## src/rtl/shift_add_multiplier_8bit.sv

```systemverilog
// Unsigned 8x8->16 shift-and-add multiplier built on an 8-bit carry-look-ahead adder; optional ZERO_SKIP_EN.
// Latency: 9 cycles from the start edge to done (1 cycle for a zero operand when ZERO_SKIP_EN is defined).
// Backpressure: none; start is only accepted in IDLE or DONE and ignored while busy.

module Carry_Look_Ahead_Adder_8bit (
    input  logic [7:0] a,
    input  logic [7:0] b,
    input  logic       cin,
    output logic [7:0] sum,
    output logic       cout
);
    logic [7:0] gen;
    logic [7:0] prop;
    logic [8:0] carry;
    logic       prop_run;

    assign gen  = a & b;
    assign prop = a ^ b;

    // Each carry is a flat sum of products of generate/propagate terms, not a ripple chain.
    always_comb begin
        carry    = '0;
        prop_run = 1'b0;
        carry[0] = cin;
        for (int i = 0; i < 8; i++) begin
            carry[i+1] = gen[i];
            prop_run   = prop[i];
            for (int j = i - 1; j >= 0; j--) begin
                carry[i+1] = carry[i+1] | (prop_run & gen[j]);
                prop_run   = prop_run & prop[j];
            end
            carry[i+1] = carry[i+1] | (prop_run & cin);
        end
    end

    assign sum  = prop ^ carry[7:0];
    assign cout = carry[8];
endmodule

module shift_add_multiplier_8bit #(
    parameter int WIDTH = 8
) (
    input  logic                 clk,
    input  logic                 rst_n,
    input  logic                 start,
    input  logic [WIDTH-1:0]     a,
    input  logic [WIDTH-1:0]     b,
    output logic                 busy,
    output logic                 done,
    output logic [2*WIDTH-1:0]   product
);
    localparam int CNT_W = $clog2(WIDTH);

    localparam logic [1:0] S_IDLE = 2'd0;
    localparam logic [1:0] S_CALC = 2'd1;
    localparam logic [1:0] S_DONE = 2'd2;

    logic [1:0]         state_q, state_d;
    logic [WIDTH-1:0]   m_q, m_d;
    logic [WIDTH-1:0]   q_q, q_d;
    logic [WIDTH-1:0]   p_q, p_d;
    logic [CNT_W-1:0]   cnt_q, cnt_d;
    logic [2*WIDTH-1:0] product_q, product_d;

    logic [WIDTH-1:0]   add_b;
    logic [WIDTH-1:0]   add_sum;
    logic               add_cout;
    logic [WIDTH-1:0]   p_next;
    logic [WIDTH-1:0]   q_next;

    assign add_b = q_q[0] ? m_q : '0;

    Carry_Look_Ahead_Adder_8bit u_cla (
        .a    (p_q),
        .b    (add_b),
        .cin  (1'b0),
        .sum  (add_sum),
        .cout (add_cout)
    );

    // {cout,sum,Q} >> 1: the adder carry lands in P's MSB, the sum LSB enters Q.
    assign p_next = {add_cout, add_sum[WIDTH-1:1]};
    assign q_next = {add_sum[0], q_q[WIDTH-1:1]};

    always_comb begin
        state_d   = state_q;
        m_d       = m_q;
        q_d       = q_q;
        p_d       = p_q;
        cnt_d     = cnt_q;
        product_d = product_q;
        case (state_q)
            S_IDLE, S_DONE: begin
                state_d = S_IDLE;
                if (start) begin
                    m_d     = a;
                    q_d     = b;
                    p_d     = '0;
                    cnt_d   = '0;
                    state_d = S_CALC;
`ifdef ZERO_SKIP_EN
                    if (a == '0 || b == '0) begin
                        state_d   = S_DONE;
                        product_d = '0;
                    end
`endif
                end
            end
            S_CALC: begin
                p_d   = p_next;
                q_d   = q_next;
                cnt_d = cnt_q + CNT_W'(1);
                if (cnt_q == CNT_W'(WIDTH - 1)) begin
                    state_d   = S_DONE;
                    product_d = {p_next, q_next};
                end
            end
            default: state_d = S_IDLE;
        endcase
    end

    always_ff @(posedge clk or negedge rst_n) begin
        if (!rst_n) begin
            state_q   <= S_IDLE;
            m_q       <= '0;
            q_q       <= '0;
            p_q       <= '0;
            cnt_q     <= '0;
            product_q <= '0;
        end else begin
            state_q   <= state_d;
            m_q       <= m_d;
            q_q       <= q_d;
            p_q       <= p_d;
            cnt_q     <= cnt_d;
            product_q <= product_d;
        end
    end

    assign busy    = (state_q == S_CALC);
    assign done    = (state_q == S_DONE);
    assign product = product_q;
endmodule

```

## config.mk

```make
export PLATFORM = sky130hd
export DESIGN_NAME = shift_add_multiplier_8bit
export DESIGN_NICKNAME = d
export VERILOG_FILES = /design/src/rtl/shift_add_multiplier_8bit.sv
export SDC_FILE = /design/constraint.sdc
export NUM_CORES = 1
export LEC_CHECK = 0
export CORE_ASPECT_RATIO = 1.4
export CORE_MARGIN = 2
export CORE_UTILIZATION = 40
export DETAILED_ROUTE_END_ITERATION = 8
export GPL_TIMING_DRIVEN = 0
export PLACE_DENSITY = 0.7
export SLEW_MARGIN = 0
export SYNTH_ARGS = -nofsm -noshare
export SYNTH_HDL_FRONTEND = slang
export SYNTH_SLANG_ARGS = --single-unit
```

## constraint.sdc

```tcl
create_clock -name clk -period 5.06 [get_ports clk]
set_input_delay 1.012 -clock clk [delete_from_list [all_inputs] [get_ports clk]]
set_output_delay 1.012 -clock clk [all_outputs]
set_load 0.1 [all_outputs]
```

Word level (Yosys, flattened, before mapping)
Cells that the tools add are included.
{ "totals": {"mem_bits_rw": 0, "latchBits": 0, "reg_bits": 45, "word_cells": 108, "memories": 0, "inputBits": 19, "output_inout_bits": 18, "mem_bits_ro": 0} }
{ "classes": {"n_mul": 0, "n_mux": 10, "eq_ne": 5, "bitwise_logic": 80, "n_addsub": 1, "n_reduce_logical": 6, "order_cmp": 0, "div_mod_pow": 0, "n_shift": 0} }
{ "ops": {"columns": ["op", "count"], "rows": [
  ["1-bit bitwise AND", 49],
  ["8-bit case mux with 2 select lines", 2],
  ["1-bit bitwise OR", 28],
  ["8-bit 2-to-1 mux", 3],
  ["8-bit XOR", 2],
  ["8-bit bitwise AND", 1],
  ["3-bit case mux with 2 select lines", 1],
  ["2-bit AND reduction", 3],
  ["2-bit case mux with 2 select lines", 1],
  ["3-bit by 1-bit adder with 3-bit output (second input constant)", 1],
  ["3-bit == test (second input constant)", 1],
  ["3-bit 2-to-1 mux", 1],
  ["2-bit by 1-bit == test with 1-bit output (second input constant)", 1],
  ["2-bit == test (second input constant)", 1],
  ["2-bit logical NOT", 1],
  ["2-bit 2-to-1 mux", 1],
  ["2-bit by 1-bit != test with 1-bit output (second input constant)", 1],
  ["2-bit != test (second input constant)", 1],
  ["2-bit nonzero test", 1],
  ["2-bit OR reduction", 1],
  ["1-bit 2-to-1 mux", 1]
]} }

Depth between registers and ports, before layout
{ "depth": {"ltp_word": 11, "depth_mapped": 8, "mapped_depth_nobuf": 7} }

Cells and area by module
From an unflattened synthesis, not the netlist that was laid out.
{ "unflattened": {"cells_unflattened": 184, "area_unflattened_um2": 2416.1} }
{ "modules_own_cells": {"columns": ["module", "seq_area_each_um2", "instances", "cells_per_inst", "area_each_um2"], "rows": [
  ["shift_add_multiplier_8bit", 1126.1, 1, 143, 2083.2],
  ["Carry_Look_Ahead_Adder_8bit", 0.0, 1, 41, 332.8]
]} }

Worst setup path before layout
No wires, ideal clock.
{ "synth_path": {"kind": "register to output", "startpoint": "register state_q[0]", "endpoint": "output port done", "path_buffers": 0, "arrival_time_ps": 1727, "path_stages_with_launch": 2, "path_slack_ps": 2321, "required_time_ps": 4048, "path_cell_list": "dfrtp_1 nor2b_1"} }
{ "synth_via": {"elab_chain_cells": 1} }
{ "synth_rtl": {"columns": ["item", "line_no", "text"], "rows": [
  ["start, declared", "58", "logic [1:0] state_q, state_d;"],
  ["start signal, assigned", "131", "state_q <= state_d;"],
  ["2-bit == test", "141", "assign done = (state_q == S_DONE);"],
  ["end, declared", "49", "output logic done,"]
]} }
Every way passes these cells.

Worst setup path in the final report
{ "layout_path": {"startpoint": "register state_q[1]", "endpoint": "output port busy"} }
{ "layout_via": {"elab_chain_cells": 1} }
{ "layout_rtl": {"columns": ["item", "line_no", "text"], "rows": [
  ["2-bit by 1-bit == test with 1-bit output", "140", "assign busy = (state_q == S_CALC);"],
  ["end, declared", "48", "output logic busy,"]
]} }
Every way passes these cells.

==> metrics list <==
- Cell taking the most area after synthesis: sky130_fd_sc_hd__dfrtp_1
* CTS Buf Count: 5
* Kind of capture point of the worst setup path: output port
* Top post-synthesis cells by count: sky130_fd_sc_hd__nand2_1, sky130_fd_sc_hd__dfrtp_1, sky130_fd_sc_hd__o21ai_0
- Setup repair after global routing left no endpoint under its margin.
- Routed wire per std cell: 13.15 um
- Summed over all layers, the routed wires come to 4.169 mm.
- The first global-routing pass estimated 7.548 mm of wire.
- After clock tree synthesis, the repair step resized 0 gates.
- Run status: complete, no violations
* Final number of setup-violating endpoints: 0
- Starting density of the core: 41.08%
- In this run the deepest clock path goes through 2 buffers.
- Total number of placement rows: 31
* Ys flop type: sky130_fd_sc_hd__dfrtp_1
- Synth Instances: between 200 and 250
- Share of synthesized registers carrying an async set or reset: 100.0%
* Aggregate global-route resource usage: about 16%
* Worst Path Buf+Inv: 3
- Achievable clock frequency: roughly 0.31 GHz
* Post-synth EDFFs: 0
* Clk sinks: between 40 and 50
- Entering global routing, the biggest net connects 37 pins.
- Critical register-to-register path startpoint: q_q[0]
- Die footprint: just under 6000 sq um
- After floorplanning, the core was sized to cover 5120 sq um.
* Worst hold-check path type: reg -> reg
- Clock transition at the registers of the reported paths: approximately 0.08 ns
- Time the final worst path needs with I/O delays and setup: roughly 3.2 ns
- Ranking of synthesized cells by area: sky130_fd_sc_hd__dfrtp_1, sky130_fd_sc_hd__nand2_1, sky130_fd_sc_hd__ha_1
* Share of the synthesized area in the top cell type: 53.54%
- Via count of the first global-routing pass: ~1700
- The critical path runs through a total of 4 cells.
- The detailed router placed roughly 1600 vias in this run.
- Clock network latency to the later pin of the worst-skew pair: approximately 0.29 ns
- Post-synthesis register bit count: 45
- Capture point of the critical path: busy
- From synthesis to final layout, the design area changed by 25.70%.
- Of all nets on the critical path, the largest fanout is 9.
* First drt pass iteration count: 4
- For flop-to-flop paths, the worst setup slack is about 2.9 ns.
- Reg2reg path depth: 7
- In the final timing run, aggregate negative setup slack is 0 ns.
- The floorplan step set the die width to between 60 and 70 um.
- The critical path is of the reg -> out type.
- Count of input and output buffers: 36
- STA classifies the critical path startpoint as a flop.
- TritonCTS clock tree: done
- Yosys printed 0 warnings.
- The number of different library cells used by synthesis comes to 33.
* Maximum cell stage delay along the critical path: ~1.1 ns
* MaxCap Viol Count: 0
- In this run the worst setup path begins at state_q[1].
* Die Y: approximately 90 um
- Fraction of final layout cells with drive strength greater than 1: between 10% and 20%
- Number of top-level design ports: 37
* Most frequent cell after synthesis: sky130_fd_sc_hd__nand2_1
* Pins over their slew limit: 0
* Reg-to-reg endpoint: p_q[7]
* Final Net Count: 280
* CP Data Arrival Time: 2.18 ns
* Part of the Yosys area used for sequential elements: between 50% and 60%
* Setup Buffers After CTS: 0
* Antenna-violating nets left: 0
- The final critical path takes up between 60 and 70% of the cycle.
* Avg Vias per Cell: between 5 and 6
- Summed instance area of the synthesized netlist: 2103 sq um
- Counting every net in the synthesized netlist gives 236.
* Crit path max-delay family: buffers and inverters
- Mean post-synth cell area: about 10 sq um
* Number of DRC violations after detailed routing: 0
- Required time worst endpoint: between 4 and 5 ns
* Ordered cell list for the critical path: nand2b_1 > buf_6 > inv_4 > clkdlybuf4s50_1
- Post-detailed-placement half-perimeter wirelength: 3.142 mm
- The initial antenna violation count is 0.
- Gr ovfl total: 0
- Normalized max-slew margin: a little over a third
- Final-report hold violation count: 0
- DRT iter0 DRCs: 30
- Number of hold buffers added after cts: 0
* Number of H-tree branching levels: 2
- Clock tree root buffer cell: sky130_fd_sc_hd__clkbuf_8
* Routability-driven placement congestion ratio: just under 0.8
- The number of antenna diodes in the final layout is 0.
- Measured slew at the worst slew-check pin: around 0.98 ns
* Max stage delay cell, worst path: sky130_fd_sc_hd__clkdlybuf4s50_1
- Clock Skew: around 0.0042 ns
-- metal layers --
metal  up-vias  share of wire, %  global-route usage (%)
met5         -                 0                       0
li1        780                 -                       -
met2        27                52                   27.89
met1       779                44                   20.13
met3         5               2.6                   2.003
met4         0               1.8                   6.250
-- area by class of cell --
cell class / instances / area [sq um]
plain buffers: 10 / 51.30
clock buffers: 6 / 72.57
clock inverters: 2 / 10.01
fillers: 515 / 2476
inverters: 2 / 10.01
multi-input cells: 149 / 915.9
flip-flops and latches: 45 / 1126
well taps: 66 / 82.58
repair buffers: 37 / 375.4
-- cell usage in the layout, fill, tap and decap left out, types with 2 or more instances in the layout --
cell type / n
sky130_fd_sc_hd__nor2b_1: 2
sky130_fd_sc_hd__a22o_1: 3
sky130_fd_sc_hd__xor2_1: 4
sky130_fd_sc_hd__and2_1: 8
sky130_fd_sc_hd__mux2_2: 6
sky130_fd_sc_hd__nor2_1: 10
sky130_fd_sc_hd__buf_2: 5
sky130_fd_sc_hd__o21ai_1: 4
sky130_fd_sc_hd__xnor2_1: 2
sky130_fd_sc_hd__clkbuf_8: 5
sky130_fd_sc_hd__nand2_1: 56
sky130_fd_sc_hd__a221oi_2: 2
sky130_fd_sc_hd__clkdlybuf4s50_1: 35
sky130_fd_sc_hd__dfrtp_1: 45
sky130_fd_sc_hd__o21ai_0: 13
sky130_fd_sc_hd__nand3_1: 2
sky130_fd_sc_hd__nand2b_1: 2
sky130_fd_sc_hd__a21oi_1: 4
sky130_fd_sc_hd__clkinv_2: 2
sky130_fd_sc_hd__clkbuf_1: 5
sky130_fd_sc_hd__mux2_1: 3
sky130_fd_sc_hd__ha_1: 10
sky130_fd_sc_hd__a31oi_1: 9
-- worst reg2reg max path, cell delays in order, from the launching register on --
cell	delay [ns]
sky130_fd_sc_hd__dfrtp_1	0.47
sky130_fd_sc_hd__and2_1	0.21
sky130_fd_sc_hd__ha_1	0.31
sky130_fd_sc_hd__a211oi_2	0.25
sky130_fd_sc_hd__o21bai_2	0.13
sky130_fd_sc_hd__or2_1	0.23
sky130_fd_sc_hd__a221oi_2	0.32
sky130_fd_sc_hd__o21ai_1	0.10
-- through the flow --
| step | hold slack (ns) | utilization (%) | std cells | cell area, sq um | worst slack [ns] |
|---|---|---|---|---|---|
| finish | 0.4794 | 51.64 | 317 | 2644 | 1.873 |
| CTS | 0.4854 | 51.64 | 317 | 2644 | 1.859 |
| global placement | 0.4523 | 49.73 | 308 | 2546 | 1.762 |
| floorplan | 0.4374 | - | 206 | 2103 | 2.321 |
| global route | 0.5086 | 51.64 | 317 | 2644 | 1.806 |
| detailed placement | 0.4650 | 50.02 | 309 | 2561 | 2.193 |
-- worst min-delay path by stage --
stage,startpoint,end,cells past startpoint
floorplan,m_q[7],m_q[7],2
global route,m_q[6],m_q[6],2
global placement,m_q[7],m_q[7],2
detailed placement,m_q[2],m_q[2],2
CTS,m_q[2],m_q[2],2
finish,m_q[6],m_q[6],2
-- registers in the layout, summed over array words and instances (netlist names) --
register,flops
p_q,8
q_q,8
state_q,2
cnt_q,3
m_q,8
product,16
-- cells by family (layout without fill, tap and decap cells) --
kind of cell	after synthesis	in the layout	share of synthesized area, %
adder cells (fa/ha/maj)	11	11	6.901
multiplexers	9	9	4.818
AO/OA/AOI/OAI	39	39	12.31
AND/OR/NAND/NOR	84	84	17.01
XOR/XNOR	6	6	2.498
buffers and inverters	12	57	2.915
flip-flops	45	45	53.54
Power is left out: the tool's default activity adds up to more than one toggle a clock period on the data nets, which glitch-free logic cannot reach.
